## src/rtl/logic_op_unit.sv

```systemverilog
// -----------------------------------------------------------------------------
// logic_op_unit
//
// Push-button logic calculator. Two W-bit banks of active-low operand keys
// (key_a, key_b) and one active-low mode key are synchronised and debounced
// individually. The debounced operand levels are inverted so that a pressed
// key reads as a logical 1. A four-state mode machine selects AND / OR /
// XOR / XNOR, and the selected bitwise operation is applied to the operands
// and registered every clock.
//
// Parameters
//   W         operand width in bits (1..16)
//   DEBOUNCE  consecutive stable cycles needed to accept a key change
//             (1..2^20)
//
// Ports
//   clk         single clock, all state updates on the rising edge
//   reset       asynchronous, active-high reset
//   key_a       operand A keys, active-low, asynchronous to clk
//   key_b       operand B keys, active-low, asynchronous to clk
//   key_mode    mode-advance key, active-low, asynchronous to clk
//   result      registered operation result, active-high
//   mode        current operation: 00 AND, 01 OR, 10 XOR, 11 XNOR
//   mode_pulse  one-cycle strobe on every mode change
// -----------------------------------------------------------------------------
module logic_op_unit #(
   parameter int W        = 4,
   parameter int DEBOUNCE = 50000
) (
   input  logic         clk,
   input  logic         reset,
   input  logic [W-1:0] key_a,
   input  logic [W-1:0] key_b,
   input  logic         key_mode,
   output logic [W-1:0] result,
   output logic [1:0]   mode,
   output logic         mode_pulse
);

   // Every key gets its own synchroniser and debouncer. Keys are packed
   // as {key_mode, key_b, key_a} so one generate loop covers all of them.
   localparam int NUM_KEYS = 2 * W + 1;

   // Counter wide enough to hold 0..DEBOUNCE; the terminal value is one
   // less than DEBOUNCE because the edge that accepts the change is the
   // DEBOUNCE-th edge of disagreement.
   localparam int              CNT_W    = $clog2(DEBOUNCE + 1);
   localparam logic [CNT_W-1:0] CNT_LAST = CNT_W'(DEBOUNCE - 1);
   localparam logic [CNT_W-1:0] CNT_ONE  = CNT_W'(1);

   typedef enum logic [1:0] {
      MODE_AND  = 2'b00,
      MODE_OR   = 2'b01,
      MODE_XOR  = 2'b10,
      MODE_XNOR = 2'b11
   } mode_t;

   logic [NUM_KEYS-1:0] raw_keys;
   logic [NUM_KEYS-1:0] deb_level;

   logic [W-1:0] deb_a;
   logic [W-1:0] deb_b;
   logic         deb_mode;

   logic [W-1:0] operand_a;
   logic [W-1:0] operand_b;

   mode_t        state_q;
   mode_t        state_d;
   logic         pulse_q;
   logic         pulse_d;
   logic         deb_mode_q;
   logic         mode_press;

   logic [W-1:0] op_value;
   logic [W-1:0] result_q;

   assign raw_keys = {key_mode, key_b, key_a};

   // Per-key input conditioning. Each key sees a two-flop synchroniser
   // followed by a debouncer that only accepts a new level after the
   // synchronised value has disagreed with the current level for DEBOUNCE
   // consecutive edges. Any return to the current level before then wipes
   // the count, so short glitches never reach the debounced level.
   // Everything resets to the released (high) level so that a key held
   // through reset is seen afterwards as a fresh change.
   for (genvar k = 0; k < NUM_KEYS; k++) begin : g_key
      logic             meta_q;
      logic             sync_q;
      logic             level_q;
      logic [CNT_W-1:0] count_q;

      // Two-flop synchroniser; the first stage may go metastable, the
      // second stage is the only one anything downstream looks at.
      always_ff @(posedge clk or posedge reset) begin
         if (reset) begin
            meta_q <= 1'b1;
            sync_q <= 1'b1;
         end else begin
            meta_q <= raw_keys[k];
            sync_q <= meta_q;
         end
      end

      // Debouncer: count edges of disagreement between the synchronised
      // value and the accepted level, and adopt the new level on the edge
      // the count reaches its terminal value. With DEBOUNCE of 1 the
      // terminal value is zero, so the level simply follows one edge late.
      always_ff @(posedge clk or posedge reset) begin
         if (reset) begin
            level_q <= 1'b1;
            count_q <= '0;
         end else if (sync_q == level_q) begin
            count_q <= '0;
         end else if (count_q == CNT_LAST) begin
            level_q <= sync_q;
            count_q <= '0;
         end else begin
            count_q <= count_q + CNT_ONE;
         end
      end

      assign deb_level[k] = level_q;
   end

   assign deb_a    = deb_level[W-1:0];
   assign deb_b    = deb_level[2*W-1:W];
   assign deb_mode = deb_level[2*W];

   // Keys are active-low, so a pressed key becomes a logical 1 here.
   assign operand_a = ~deb_a;
   assign operand_b = ~deb_b;

   // A press is the debounced mode key falling from released to pressed.
   // Comparing against a registered copy makes this a single-cycle event
   // no matter how long the key is held, so there is no auto-repeat, and
   // the release edge is ignored entirely.
   assign mode_press = deb_mode_q & ~deb_mode;

   // Mode state register, the strobe that accompanies each change, and
   // the delayed copy of the debounced mode key used for edge detection.
   // The delayed copy resets to released so a key held through reset
   // produces exactly one press once it is debounced again.
   always_ff @(posedge clk or posedge reset) begin
      if (reset) begin
         state_q    <= MODE_AND;
         pulse_q    <= 1'b0;
         deb_mode_q <= 1'b1;
      end else begin
         state_q    <= state_d;
         pulse_q    <= pulse_d;
         deb_mode_q <= deb_mode;
      end
   end

   // Next-state logic for the mode machine: on a press, step round the
   // ring AND -> OR -> XOR -> XNOR -> AND and raise the strobe for the
   // cycle in which the new mode first appears.
   always_comb begin
      state_d = state_q;
      pulse_d = 1'b0;
      if (mode_press) begin
         pulse_d = 1'b1;
         unique case (state_q)
            MODE_AND:  state_d = MODE_OR;
            MODE_OR:   state_d = MODE_XOR;
            MODE_XOR:  state_d = MODE_XNOR;
            MODE_XNOR: state_d = MODE_AND;
            default:   state_d = MODE_AND;
         endcase
      end
   end

   // Bitwise operation selected by the current mode. This reads the mode
   // register rather than its next value, so the result always lags a
   // mode change by one edge, exactly as it lags an operand change.
   always_comb begin
      op_value = '0;
      unique case (state_q)
         MODE_AND:  op_value = operand_a & operand_b;
         MODE_OR:   op_value = operand_a | operand_b;
         MODE_XOR:  op_value = operand_a ^ operand_b;
         MODE_XNOR: op_value = ~(operand_a ^ operand_b);
         default:   op_value = '0;
      endcase
   end

   // Output register for the result, so no input reaches an output
   // without passing through at least one flop.
   always_ff @(posedge clk or posedge reset) begin
      if (reset) begin
         result_q <= '0;
      end else begin
         result_q <= op_value;
      end
   end

   assign result     = result_q;
   assign mode       = state_q;
   assign mode_pulse = pulse_q;

endmodule

```

## config.mk

```make
export PLATFORM = sky130hd
export DESIGN_NAME = logic_op_unit
export DESIGN_NICKNAME = d
export VERILOG_FILES = /design/src/rtl/logic_op_unit.sv
export SDC_FILE = /design/constraint.sdc
export NUM_CORES = 1
export LEC_CHECK = 0
export CAP_MARGIN = 20
export CELL_PAD_IN_SITES_DETAIL_PLACEMENT = 0
export CELL_PAD_IN_SITES_GLOBAL_PLACEMENT = 1
export CORE_AREA = 2 2 129 131
export CTS_CLUSTER_SIZE = 40
export DETAILED_ROUTE_END_ITERATION = 12
export DIE_AREA = 0 0 131 133
export PLACE_DENSITY = 0.85
export RECOVER_POWER = 50
export SLEW_MARGIN = 20
export SYNTH_ARGS = -nofsm -noshare
export SYNTH_HDL_FRONTEND = slang
export SYNTH_SLANG_ARGS = --single-unit
```

## constraint.sdc

```tcl
create_clock -name clk -period 18.59 [get_ports clk]
set_clock_uncertainty 0.2 [all_clocks]
set_input_delay 4.6475 -clock clk [delete_from_list [all_inputs] [get_ports clk]]
set_output_delay 4.6475 -clock clk [all_outputs]
set_load 0.05 [all_outputs]
```

==> results of run 1 <==
synthesized netlist by cell type:
| cell type | count |
|---|---|
| buf_4 | 4 |
| nand3b_1 | 3 |
| nor4b_1 | 8 |
| and4_1 | 2 |
| nand3_2 | 1 |
| nor2_1 | 161 |
| mux2_2 | 13 |
| o31ai_1 | 2 |
| nand3_1 | 50 |
| or4_1 | 2 |
| and4bb_2 | 1 |
| nand4_1 | 37 |
| dfstp_2 | 28 |
| buf_6 | 1 |
| dfrtp_1 | 151 |
| xnor2_1 | 105 |
| nor4bb_1 | 7 |
| or2_2 | 1 |
| or3_1 | 5 |
| buf_2 | 1 |
| ha_1 | 21 |
| a21oi_1 | 3 |
| nor2b_1 | 1 |
| and3_1 | 9 |
| nor3_1 | 33 |
| xor2_1 | 27 |
| mux2i_1 | 4 |
| o41ai_4 | 5 |
| clkbuf_1 | 5 |
| nor4_1 | 39 |
| o21ai_0 | 7 |
| inv_1 | 41 |
| nand2_1 | 35 |
per-stage QoR:
stage / cell area [µm²] / setup slack, ns / util [%]
after detailed placement: 8880 / 11.59 / 54.9
after floorplan: 8490 / 8.93 / -
after CTS: 9430 / 12.05 / 58.3
after global routing: 9330 / 9.00 / 57.7
final: 9330 / 9.89 / 57.7
after global placement: 8880 / 11.66 / 54.9
sequential cells by signal, summed over array words and instances (netlist names):
signal / count
mode: 2
deb_mode_q: 1
g_key.count_q: 144
result: 4
g_key.level_q: 8
deb_mode: 1
mode_pulse: 1
g_key.sync_q: 9
g_key.meta_q: 9
where the power goes:
group	leakage, nW	switching (mW)	internal [mW]	total [mW]
Combinational	1.01	0.0161	0.00675	0.0228
Sequential	2.36	0.00638	0.398	0.404
Clock	0.270	0.150	0.182	0.332
layer usage:
layer | up-vias | global-route usage (%) | routed length [µm]
li1 | 2836 | - | -
met1 | 2861 | 26.6 | 7260
met2 | 88 | 31.0 | 7590
met3 | 19 | 3.72 | 399
met4 | 0 | 7.51 | 250
met5 | - | 0 | 0
cells by family (layout without fill, tap and decap cells):
family / Yosys count / in the layout / share of synthesized area, %
AO/OA/AOI/OAI: 17 / 17 / 2.39
XOR/XNOR: 132 / 132 / 13.6
adder cells (fa/ha/maj): 21 / 21 / 3.10
buffers and inverters: 52 / 91 / 2.58
flip-flops: 179 / 179 / 53.2
multiplexers: 17 / 17 / 2.20
AND/OR/NAND/NOR: 395 / 395 / 22.9
worst paths after layout:
| kind | startpoint | to | slack [ns] | depth (start not counted) |
|---|---|---|---|---|
| setup / recovery | reset | g_key[1].count_q[10] | 9.89 | 3 |
| hold / removal | g_key[5].meta_q | g_key[5].sync_q | 0.16 | 0 |
| setup reg to reg | g_key[4].count_q[12] | g_key[4].count_q[5] | 15.00 | 4 |
| hold reg to reg | g_key[5].meta_q | g_key[5].sync_q | 0.16 | 0 |
| max in group clk | mode[0] | mode[0] | 12.09 | 1 |
| min in group asynchronous | reset | g_key[5].count_q[12] | 5.95 | 2 |
area by class of cell:
class	count	area [µm²]	area share, %
Clock buffer	21	470	5.04
Timing Repair Buffer	18	178	1.90
Inverter	41	155	1.66
Multi-Input combinational cell	582	3660	39.2
Sequential cell	179	4510	48.4
Tap cell	220	275	2.95
Clock inverter	11	78.8	0.845
==> results.yml, run 1 <==
status:
  status: "finished with violations"
  violations: "capacitance limit, slew limit"
global_routing:
  grt_usage_pct: 19.5
  grt_pass1_vias: 5968
  grt_max_degree: 115
  grt_overflow: 0
  antenna_found_initial: 0
  grt_first_pass_wirelength_um: 27400
floorplanning:
  fp.dieArea_um2: 17400
  num_io_pins: 18
  initial_core_util_pct: 52.5
  num_rows: 47
  die_w_um: 131
  core_area_um2: 16200
  die_y_um: 133
logic_synthesis:
  synth_cells: 813
  syn-num-nets: 845
  synth.distinct_cells: 33
  avgSynthCellArea_um2: 10.4
  ys_ff_latch: 179
  yosysTopAreaCellShare_pct: 44.5
  yosys_warnings: 0
  yosysTopAreaCell: "dfrtp_1"
  synth_area_leaders: "dfrtp_1 45%, xnor2_1 11%, dfstp_2 8.7%"
  synth_seq_area_share_pct: 53.2
  synth_area_um2: 8490
timing:
  relSlewSlack_pct: -224
  min_period_over_period_pct: 46.8
  fin_crit_ns: 8.70
  finalMaxSlewViolations: 200
  rsz0062_at_grt: "no"
  setup_violations: 0
  worst_slew_pin_slew_ns: 4.83
  hold_slack_ns: 0.156
  fin_tns_setup_ns: 0
  hold_viol: 0
  max_freq_ghz: 0.115
detailed_routing:
  ant_nets: 0
  via_per_inst: 5.41
  firstDrtPassIters: 4
  wl_um: 15500
  drc: 0
  drt-initial-drc-count: 375
  dr_total_vias: 5804
  drt-wirelength-per-cell_um: 14.5
final_layout:
  mostFrequentLayoutCells: "161 x nor2_1, 151 x dfrtp_1, 105 x xnor2_1"
  drive_gt1_share_pct: 8.33
  syn_to_final_growth_pct: 9.95
  fill_cells: 1375
  layout_commonest_cell: "nor2_1"
  final_cells: 1072
  num-nets-final: 871
  antenna-diode-count: 0
clocking:
  cts_made_buffers: 17
  htree_levels: 4
  cts_tree: "built"
  cts_resized: 0
  clk_pin_slew_worst_paths_ns: 0.06
  clock_sinks: 179
  clock_path_buffers: 2
  cts_hold_buf: 0
  clockRootBuffer: "clkbuf_16"
  worstSkewPairLatency_ns: 0.43
  cts_setup_buffers: 0
critical_path:
  worst-path-buf-inv: 3
  cp_slowest_stage_delay_ns: 2.69
  critPathLaunchType: "input port"
  endpoint_kind: "asynchronous set/reset pin"
  crit_family: "buffers and inverters"
  criticalPathCategory: "in2async"
  cp_slowest_cell: "clkinvlp_2"
  crit_chain: "dlygate4sd3_1, clkinvlp_2, buf_4"
  crit_fanout: 114
  arrival_ns: 8.96
  required_ns: 18.85
power_and_ir_drop:
  peakVddDrop_v: 0.0000568
  power.density_nw_per_um2: 81.4
  finalPower_uw: 759
  power_leakage_nw: 3.64
placement:
  place_hpwl_um: 10400
  port_buffers: 17
  place.gp.congestion: 0.833
  dp.cells: 1040
job:
  cap_violations: 6
hold_path:
  hold_class: "reg2reg"
Power figures use the tool's default switching activity.
==> run 2, diff against run 1 <==
Settings changed: CORE_AREA 2 2 129 131 to 2 2 141 143, DIE_AREA 0 0 131 133 to 0 0 143 145, PLACE_DENSITY 0.85 to 0.76.
Clock period 18.59 ns to 7.8 ns, I/O delays scaled along.
==> results.yml, run 2 (synthesis results as in run 1) <==
status:
  status: "finished with violations"
  violations: "capacitance limit, slew limit"
final_layout:
  largest-register: "g_key.count_q"
  syn_to_final_growth_pct: 11.2
  mostFrequentLayoutCells: "161 x nor2_1, 151 x dfrtp_1, 105 x xnor2_1"
  layout_commonest_cell: "nor2_1"
  drive_gt1_share_pct: 7.97
  num-nets-final: 872
  largest_registers: "g_key.count_q (144), g_key.meta_q (9), g_key.sync_q (9)"
  antenna-diode-count: 0
  final_cells: 1118
  largest_reg_flops: 144
critical_path:
  required_ns: 8.09
  rrSetupSlack_ns: 4.25
  critPathLaunchType: "input port"
  criticalPathCategory: "in2async"
  arrival_ns: 5.20
  crit_fanout: 77
  endpoint_kind: "asynchronous set/reset pin"
timing:
  fin_tns_setup_ns: 0
  finalMaxSlewViolations: 163
  worst_slew_pin_slew_ns: 3.24
  rsz0062_at_grt: "no"
  min_period_over_period_pct: 62.9
  fin_crit_ns: 4.91
  setup_violations: 0
  relSlewSlack_pct: -117
  hold_viol: 0
  max_freq_ghz: 0.204
floorplanning:
  die_w_um: 143
  core_area_um2: 19200
  die_y_um: 145
  num_io_pins: 18
  initial_core_util_pct: 44.2
  fp.dieArea_um2: 20700
  num_rows: 51
placement:
  place_hpwl_um: 9830
  place.gp.congestion: 0.761
  dp.cells: 1086
  port_buffers: 17
global_routing:
  grt_overflow: 0
  grt_max_degree: 78
  grt_pass1_vias: 5480
  antenna_found_initial: 0
  grt_first_pass_wirelength_um: 26200
  grt_usage_pct: 15.6
detailed_routing:
  drc: 0
  ant_nets: 0
  dr_total_vias: 5635
  drt-initial-drc-count: 210
  via_per_inst: 5.04
  firstDrtPassIters: 4
  drt-wirelength-per-cell_um: 13.3
  wl_um: 14800
clocking:
  cts_made_buffers: 17
  cts_setup_buffers: 0
  clockRootBuffer: "clkbuf_16"
  htree_levels: 4
  cts_hold_buf: 0
  cts_resized: 0
  clock_sinks: 179
  worstSkewPairLatency_ns: 0.43
  cts_tree: "built"
  clk_pin_slew_worst_paths_ns: 0.06
  clock_path_buffers: 2
power_and_ir_drop:
  peakVddDrop_v: 0.000128
  power_leakage_nw: 3.66
  power.density_nw_per_um2: 198
job:
  cap_violations: 6
hold_path:
  hold_class: "reg2reg"
## run 2: cell count changes in the layout (fill, tap and decap cells not counted), moves of 2 or more
| cell | before | now |
|---|---|---|
| clkinv_2 | 4 | 1 |
| inv_6 | 2 | 0 |
| bufinv_16 | 0 | 2 |
| clkbuf_1 | 1 | 4 |
## run 2: cell type report
type | count | area (µm²)
clock buffers | 25 | 495
repair buffers | 19 | 185
inverters | 41 | 155
clock inverters | 7 | 97.6
well taps | 265 | 332
multi-input cells | 582 | 3660
flip-flops and latches | 179 | 4510
fillers | 1783 | 9770
## run 2: power breakdown
group	switching [mW]	leakage, nW	internal, mW	total, mW
registers	0.0142	2.36	0.948	0.963
clock network	0.348	0.284	0.507	0.855
logic	0.0383	1.02	0.0164	0.0546
## run 2: worst paths after layout
| kind | start | to | cells after the start |
|---|---|---|---|
| setup / recovery | reset | g_key[0].count_q[11] | 3 |
| hold reg to reg | g_key[2].meta_q | g_key[2].sync_q | 0 |
| hold / removal | g_key[2].meta_q | g_key[2].sync_q | 0 |
| min in group asynchronous | reset | g_key[4].count_q[13] | 2 |
| setup reg to reg | g_key[3].count_q[0] | g_key[3].count_q[13] | 4 |
| max in group clk | mode[1] | mode[1] | 1 |
## run 2: stage by stage
stage / hold slack [ns] / total power [mW] / setup slack (ns) / area, µm² / util [%]
after floorplan: 0.145 / 1.02 / 0.838 / 8490 / -
after global placement: 0.147 / 1.04 / 3.91 / 8940 / 46.6
after detailed placement: 0.148 / 1.04 / 3.90 / 8940 / 46.6
after CTS: 0.158 / 1.91 / 3.97 / 9540 / 49.6
after global routing: 0.160 / 1.95 / 2.23 / 9440 / 49.1
final: 0.157 / 1.87 / 2.89 / 9440 / 49.1
## run 2: per-layer routing
layer / up-vias / share of wire [%] / GRT usage, %
li1: 2846 / - / -
met4: 0 / 1.2 / 5.15
met3: 12 / 2.7 / 3.70
met2: 55 / 47 / 24.1
met1: 2722 / 49 / 21.6
met5: - / 0 / 0
## run 2: worst max-delay path, cell delays in order
cell and delay (ns):
dlygate4sd3_1 0.55, clkinvlp_2 1.84, buf_4 0.82
